$ cat config.mk
export PLATFORM = sky130hd
export DESIGN_NAME = avalon_flit_master_flat
export DESIGN_NICKNAME = d
export VERILOG_FILES = /design/src/rtl/avalon_flit_master_pkg.sv /design/src/rtl/avalon_flit_master_if.sv /design/src/rtl/flit_fifo.sv /design/src/rtl/avalon_flit_master.sv /design/src/flat_wrapper.sv
export SDC_FILE = /design/constraint.sdc
export NUM_CORES = 1
export LEC_CHECK = 0
export CORE_MARGIN = 1.5
export CORE_UTILIZATION = 50
export DETAILED_ROUTE_END_ITERATION = 10
export PLACE_DENSITY = 0.72
export SLEW_MARGIN = 40
export SYNTH_ARGS = -nofsm -noshare
export SYNTH_HDL_FRONTEND = slang
export SYNTH_SLANG_ARGS = --single-unit
$ cat constraint.sdc
create_clock -name CLK -period 4 [get_ports CLK]
set_input_delay 1 -clock CLK [delete_from_list [all_inputs] [get_ports CLK]]
set_output_delay 1 -clock CLK [all_outputs]
set_load 0.02 [all_outputs]
$ cat src/rtl/avalon_flit_master_pkg.sv
// Shared constants and types for the Avalon flit bridge initiator.
package avalon_flit_master_pkg;

   localparam int FLIT_W = 32;

   // Slave register map
   localparam logic [2:0] ADDR_STATUS = 3'd0;
   localparam logic [2:0] ADDR_PUT    = 3'd1;
   localparam logic [2:0] ADDR_GET    = 3'd2;

   // Status word bit positions
   localparam int STAT_PUT_OK = 0;
   localparam int STAT_GET_OK = 1;

   typedef enum logic [1:0] {
      ST_POLL  = 2'd0,
      ST_WRITE = 2'd1,
      ST_READ  = 2'd2,
      ST_WAIT  = 2'd3
   } state_t;

endpackage

$ cat src/rtl/avalon_flit_master_if.sv
// Avalon-MM bus between the flit initiator and the bridge slave port.
interface avalon_flit_master_if;
   import avalon_flit_master_pkg::*;

   logic [2:0]        address;
   logic              read;
   logic [FLIT_W-1:0] readdata;
   logic              write;
   logic [FLIT_W-1:0] writedata;
   logic              irq;

   modport master (
      output address,
      output read,
      input  readdata,
      output write,
      output writedata,
      input  irq
   );

   modport slave (
      input  address,
      input  read,
      output readdata,
      input  write,
      input  writedata,
      output irq
   );

endinterface

$ cat src/rtl/flit_fifo.sv
// Small synchronous FIFO with registered count and ready flags and a
// combinational head. A push into a full FIFO is accepted only when a pop
// happens in the same cycle; a pop from an empty FIFO is ignored.
module flit_fifo #(
   parameter int WIDTH = 32,
   parameter int DEPTH = 4
) (
   input  logic             clk_sys,
   input  logic             rst_b,
   input  logic [WIDTH-1:0] din,
   input  logic             enq,
   input  logic             deq,
   output logic [WIDTH-1:0] head,
   output logic             not_full,
   output logic             not_empty
);

   localparam int AW = (DEPTH > 1) ? $clog2(DEPTH) : 1;
   localparam int CW = AW + 1;
   localparam logic [CW-1:0] DEPTH_C = CW'(DEPTH);

   logic [WIDTH-1:0] mem [DEPTH];
   logic [AW-1:0]    wr_ptr;
   logic [AW-1:0]    rd_ptr;
   logic [CW-1:0]    count;
   logic [CW-1:0]    count_nxt;
   logic             enq_ok;
   logic             deq_ok;

   assign deq_ok = deq & not_empty;
   assign enq_ok = enq & (not_full | deq_ok);

   // Occupancy after this cycle's push/pop
   always_comb begin
      count_nxt = count;
      case ({enq_ok, deq_ok})
         2'b10:   count_nxt = count + 1'b1;
         2'b01:   count_nxt = count - 1'b1;
         default: count_nxt = count;
      endcase
   end

   // Pointers, count and registered ready flags
   always_ff @(posedge clk_sys or negedge rst_b) begin
      if (!rst_b) begin
         wr_ptr    <= '0;
         rd_ptr    <= '0;
         count     <= '0;
         not_full  <= 1'b1;
         not_empty <= 1'b0;
      end else begin
         if (enq_ok) wr_ptr <= wr_ptr + 1'b1;
         if (deq_ok) rd_ptr <= rd_ptr + 1'b1;
         count     <= count_nxt;
         not_full  <= (count_nxt != DEPTH_C);
         not_empty <= (count_nxt != '0);
      end
   end

   // Storage; contents are don't-care while the slot is unoccupied
   always_ff @(posedge clk_sys) begin
      if (enq_ok) mem[wr_ptr] <= din;
   end

   // Head is forced to zero when empty so stale data never leaks out
   assign head = not_empty ? mem[rd_ptr] : '0;

endmodule

$ cat src/rtl/avalon_flit_master.sv
// Hardware Avalon-MM initiator that moves flits between local TX/RX FIFOs
// and the flit bridge slave by polling its status word.
//
// state    | meaning
// ---------+------------------------------------------------------------
// ST_POLL  | read status (addr 0), pick next transfer from put_ok/get_ok
// ST_WRITE | write TX head to put register (addr 1), pop TX
// ST_READ  | read get register (addr 2), push into RX
// ST_WAIT  | back-off countdown; early exit on irq with RX room
module avalon_flit_master
   import avalon_flit_master_pkg::*;
#(
   parameter int FIFO_DEPTH    = 4,
   parameter int POLL_INTERVAL = 8
) (
   input  logic               CLK,
   input  logic               RST_N,
   avalon_flit_master_if.master av,
   input  logic [FLIT_W-1:0]  putFlit_put,
   input  logic               EN_putFlit_put,
   output logic               RDY_putFlit_put,
   output logic [FLIT_W-1:0]  getFlit_get,
   input  logic               EN_getFlit_get,
   output logic               RDY_getFlit_get
);

   localparam logic [7:0] WAIT_LOAD = 8'(POLL_INTERVAL);

   state_t            state;
   state_t            state_nxt;
   logic              pri;
   logic              pri_nxt;
   logic [7:0]        wait_cnt;
   logic [7:0]        wait_cnt_nxt;
   logic              run;
   logic [FLIT_W-1:0] wdata_q;

   logic [FLIT_W-1:0] tx_head;
   logic              tx_not_empty;
   logic              rx_not_full;
   logic              tx_pop;
   logic              rx_push;
   logic              put_ok;
   logic              get_ok;
   logic              tx_elig;
   logic              rx_elig;

   assign tx_pop  = run & (state == ST_WRITE);
   assign rx_push = run & (state == ST_READ);

   assign put_ok  = av.readdata[STAT_PUT_OK];
   assign get_ok  = av.readdata[STAT_GET_OK];
   assign tx_elig = put_ok & tx_not_empty;
   assign rx_elig = get_ok & rx_not_full;

   flit_fifo #(
      .WIDTH (FLIT_W),
      .DEPTH (FIFO_DEPTH)
   ) u_tx_fifo (
      .clk_sys   (CLK),
      .rst_b     (RST_N),
      .din       (putFlit_put),
      .enq       (EN_putFlit_put),
      .deq       (tx_pop),
      .head      (tx_head),
      .not_full  (RDY_putFlit_put),
      .not_empty (tx_not_empty)
   );

   flit_fifo #(
      .WIDTH (FLIT_W),
      .DEPTH (FIFO_DEPTH)
   ) u_rx_fifo (
      .clk_sys   (CLK),
      .rst_b     (RST_N),
      .din       (av.readdata),
      .enq       (rx_push),
      .deq       (EN_getFlit_get),
      .head      (getFlit_get),
      .not_full  (rx_not_full),
      .not_empty (RDY_getFlit_get)
   );

   // State, arbitration bit, back-off counter and held write data.
   // run stays low during reset so the POLL decode cannot strobe until
   // the first edge after release.
   always_ff @(posedge CLK or negedge RST_N) begin
      if (!RST_N) begin
         state    <= ST_POLL;
         pri      <= 1'b0;
         wait_cnt <= '0;
         run      <= 1'b0;
         wdata_q  <= '0;
      end else begin
         state    <= state_nxt;
         pri      <= pri_nxt;
         wait_cnt <= wait_cnt_nxt;
         run      <= 1'b1;
         if (state_nxt == ST_WRITE) wdata_q <= tx_head;
      end
   end

   // Next-state: arbitration in POLL, countdown / irq wake in WAIT
   always_comb begin
      state_nxt    = state;
      pri_nxt      = pri;
      wait_cnt_nxt = wait_cnt;
      if (run) begin
         case (state)
            ST_POLL: begin
               if (tx_elig && rx_elig) begin
                  state_nxt = pri ? ST_READ : ST_WRITE;
                  pri_nxt   = ~pri;
               end else if (tx_elig) begin
                  state_nxt = ST_WRITE;
               end else if (rx_elig) begin
                  state_nxt = ST_READ;
               end else begin
                  state_nxt    = ST_WAIT;
                  wait_cnt_nxt = WAIT_LOAD;
               end
            end
            ST_WRITE,
            ST_READ: state_nxt = ST_POLL;
            ST_WAIT: begin
               wait_cnt_nxt = (wait_cnt == 8'd0) ? 8'd0 : wait_cnt - 8'd1;
               if ((wait_cnt <= 8'd1) || (av.irq && rx_not_full)) begin
                  state_nxt = ST_POLL;
               end
            end
            default: state_nxt = ST_POLL;
         endcase
      end
   end

   // Avalon strobes decoded from the state register only
   always_comb begin
      av.read    = 1'b0;
      av.write   = 1'b0;
      av.address = ADDR_STATUS;
      if (run) begin
         case (state)
            ST_POLL: av.read = 1'b1;
            ST_WRITE: begin
               av.write   = 1'b1;
               av.address = ADDR_PUT;
            end
            ST_READ: begin
               av.read    = 1'b1;
               av.address = ADDR_GET;
            end
            default: ;
         endcase
      end
   end

   assign av.writedata = wdata_q;

endmodule

$ cat src/flat_wrapper.sv
// flat-port wrapper written by rule: the top's interface ports become plain ports
module avalon_flit_master_flat import avalon_flit_master_pkg::*;
#(
   parameter int FIFO_DEPTH    = 4,
   parameter int POLL_INTERVAL = 8
)
  (CLK, RST_N, putFlit_put, EN_putFlit_put, RDY_putFlit_put, getFlit_get, EN_getFlit_get, RDY_getFlit_get, av_address, av_read, av_readdata, av_write, av_writedata, av_irq);
  avalon_flit_master_if av_i ();
  input  logic CLK;
  input  logic RST_N;
  input  logic [FLIT_W-1:0] putFlit_put;
  input  logic EN_putFlit_put;
  output logic RDY_putFlit_put;
  output logic [FLIT_W-1:0] getFlit_get;
  input  logic EN_getFlit_get;
  output logic RDY_getFlit_get;
  output wire logic [$bits(av_i.address)-1:0] av_address;
  output wire logic [$bits(av_i.read)-1:0] av_read;
  input wire logic [$bits(av_i.readdata)-1:0] av_readdata;
  output wire logic [$bits(av_i.write)-1:0] av_write;
  output wire logic [$bits(av_i.writedata)-1:0] av_writedata;
  input wire logic [$bits(av_i.irq)-1:0] av_irq;
  assign av_address = av_i.address;
  assign av_read = av_i.read;
  assign av_i.readdata = av_readdata;
  assign av_write = av_i.write;
  assign av_writedata = av_i.writedata;
  assign av_i.irq = av_irq;
  avalon_flit_master #(.FIFO_DEPTH(FIFO_DEPTH), .POLL_INTERVAL(POLL_INTERVAL)) u_core (.CLK(CLK), .RST_N(RST_N), .av(av_i), .putFlit_put(putFlit_put), .EN_putFlit_put(EN_putFlit_put), .RDY_putFlit_put(RDY_putFlit_put), .getFlit_get(getFlit_get), .EN_getFlit_get(EN_getFlit_get), .RDY_getFlit_get(RDY_getFlit_get));
endmodule
==> metrics <==
Seq/Total Area, Yosys=0.739; crit start category=flop; max cap viols=0; Commonest cells post-synth=256 x edfxtp_1, 64 x mux4_2, 60 x dfrtp_1; synthesized area per cell=about 19 um2; Synthesis Warnings=0; Leak=between 0.005 and 0.006 uW; Switching Share=0.308; Max H-tree Level=1; power share of the combinational group=0.342; hold-fix buffers at CTS=0; maximum VDD drop=0.484 mV; fin nets=916; Post-Syn Instances=672; CORE AREA=24500 um2; minimum clock period=3670 ps; First-pass DRT Iterations=5; Psw=between 3000 and 4000 uW; Crit path required time=around 3000 ps; Final Hold Vio Count=0; die height=161 um; capture point of the critical path=getFlit_get[21]; RD Place Congestion=roughly 0.8; power share of the sequential group=0.409; worst skew pair latency=about 550 ps; Final Skew=~20 ps; TritonCTS clock tree=built; Synth top area share=0.615; R2R setup slack=1120 ps; post-synthesis async set-or-reset flop share=0.195; vias in the first global route=6952; Post-CTS Setup Repair Bufs=0; Mapped Nets=755; WL/cell=19.5 um; fin crit share=0.917; Post-synth EDFFs=256; DPL Wire Length=around 15000 um; CP max stage delay=560 ps; status=finished, final reports clean; Worst Setup SP=u_core.u_rx_fifo.rd_ptr[0]$_DFFE_PN0P_; FF-to-FF End=u_core.u_tx_fifo.not_empty$_DFF_PN0_; DP Area=14300 um2; Worst Max-Slew Pin Slew=around 660 ps; Post-CTS Resized=0; post-synth top area cell=edfxtp_1; Crit. End Element=primary output; row cnt=57; Total GRT Usage=0.185; Util after Layout=0.626; layout cells sized above 1=0.174; CP max-delay cell=mux4_2; Longest Clk Path Bufs=3; violation count after the first detailed-route iteration=approximately 310; Placement Setup Slack=685 ps; Slew headroom=0.560; design area=between 15000 and 20000 um2; HP Class=in -> async; pin count of the biggest net entering global routing=36; Internal=approximately 7900 uW; Max Clk Rate=273 MHz; DR vias/cell=5.38; first-pass GRT wire length=37500 um; post-synth cell types=44; Power per Cell Area=between 700 and 800 nW/um2; final worst slack=331 ps; final setup violation count=0; WP data arrival=between 2000 and 3000 ps; antenna violations before repair=0; Clk pwr share=0.248; DRC=0; Worst-path clk slew=60 ps; total die area=26000 um2; setup TNS=0 ps; final wirelength=23100 um; flops & latches, synth=318; CP Max Fanout=16; WHS=407 ps; fin. max-slew vios=0; WS Path Type=reg -> out; PortBufs=~140; Layout Area Growth over Synthesis=22.5%; Clock Tree Root=clkbuf_16; detailed-route via count=approximately 6400; RSZ-0062 raised after global routing=false; I/O pin count=140; reg2reg path depth=10; Die Wd=161 um; Synth Flop Type=edfxtp_1; initial core utilization=0.511; Mapped Area=12500 um2; CP cell instances=buf_4 -> mux4_2 -> and2_1 -> clkdlybuf4s50_1; grt ovf=0; reg2reg start=u_core.run$_DFF_PN0_; top post-synthesis cells by area=edfxtp_1 61%, dfrtp_1 12%, mux4_2 12%; most frequent cell after synthesis=edfxtp_1; TritonCTS Sinks=318; post-route ant nets=0; CTS Buf Count=31
==> flip-flops by register name, summed over array words and instances, names as in the netlist, 2 cells and up <==
| signal | count |
|---|---|
| u_core.state | 2 |
| u_core.u_tx_fifo.mem | 128 |
| u_core.u_rx_fifo.wr_ptr | 2 |
| u_core.u_tx_fifo.rd_ptr | 2 |
| u_core.av.writedata | 32 |
| u_core.u_rx_fifo.mem | 128 |
| u_core.u_rx_fifo.rd_ptr | 2 |
| u_core.wait_cnt | 8 |
| u_core.u_rx_fifo.count | 3 |
| u_core.u_tx_fifo.count | 3 |
| u_core.u_tx_fifo.wr_ptr | 2 |
==> logic make-up after synthesis <==
family	count (synthesis)	synth area share
muxes	97	0.142
DFF	318	0.739
adders and majority gates	14	0.0152
buffers and inverters	75	0.0246
AOI/OAI and AO/OA	31	0.0190
xor gates and xnor gates	13	0.00911
and+or+nand+nor	122	0.0503
other	2	0.000601
==> per-layer routing <==
metal / GRT usage / wire, um
met1: 0.235 / 9470
met2: 0.330 / 11800
met3: 0.0413 / 1470
met4: 0.0354 / 317
met5: 0 / 0
==> area by class of cell <==
class | count | area, um2
Antenna cell | 1 | 2.50
Clock buffer | 40 | 850
Clock inverter | 17 | 160
Fill cell | 1732 | 9140
Inverter | 44 | 165
Multi-Input combinational cell | 279 | 2960
Sequential cell | 318 | 9250
Tap cell | 324 | 405
Timing Repair Buffer | 159 | 1530
==> per-stage QoR <==
stage          total power (uW)  cells
3_5_place_dp               8700   1124
3_3_place_gp               8570   1124
2_1_floorplan              7220    672
4_1_cts                   11600   1181
6_report                  11400   1182
5_1_grt                   12000   1181
==> worst max-delay path: cells and delay by family, from the launching register on <==
kind | cells | cell delay, ps
buffers and inverters | 2 | 890
DFF | 1 | 500
muxes | 1 | 560
and+or+nand+nor | 1 | 170
==> power by group through the flow <==
stage	Combinational (uW)	Sequential [uW]	Clock (uW)
5_1_grt	4250	4760	3040
3_5_place_dp	3960	4750	0
2_1_floorplan	2460	4760	0
4_1_cts	3980	4690	2900
3_3_place_gp	3870	4700	0
6_report	3910	4670	2840
==> placed cells by master, fill, tap and decap left out, types with 8 or more instances in the layout <==
master | netlist | layout
edfxtp_1 | 256 | 256
mux4_2 | 64 | 64
dfrtp_1 | 60 | 57
ha_1 | 12 | 12
and2_1 | 44 | 40
inv_1 | 44 | 44
xnor2_1 | 8 | 8
clkdlybuf4s50_1 | 0 | 137
nor2_1 | 11 | 11
clkbuf_16 | 0 | 31
buf_4 | 1 | 21
nand2_1 | 47 | 47
mux2i_1 | 32 | 32
o21ai_0 | 13 | 13
==> worst min path at each step <==
stage	startpoint	end	slack (ps)	cells after the start
floorplan	u_core.u_rx_fifo.count[2]$_DFF_PN0_	u_core.u_rx_fifo.count[2]$_DFF_PN0_	450	1
global placement	u_core.u_tx_fifo.count[2]$_DFF_PN0_	u_core.u_tx_fifo.count[2]$_DFF_PN0_	460	1
detailed placement	u_core.wait_cnt[7]$_DFFE_PN0P_	u_core.wait_cnt[7]$_DFFE_PN0P_	470	1
CTS	RST_N	u_core.av.writedata[24]$_DFFE_PN0N_	400	1
global route	RST_N	u_core.av.writedata[24]$_DFFE_PN0N_	420	1
finish	RST_N	u_core.av.writedata[24]$_DFFE_PN0N_	410	1
Note: power is estimated with default switching activity, not from simulation.
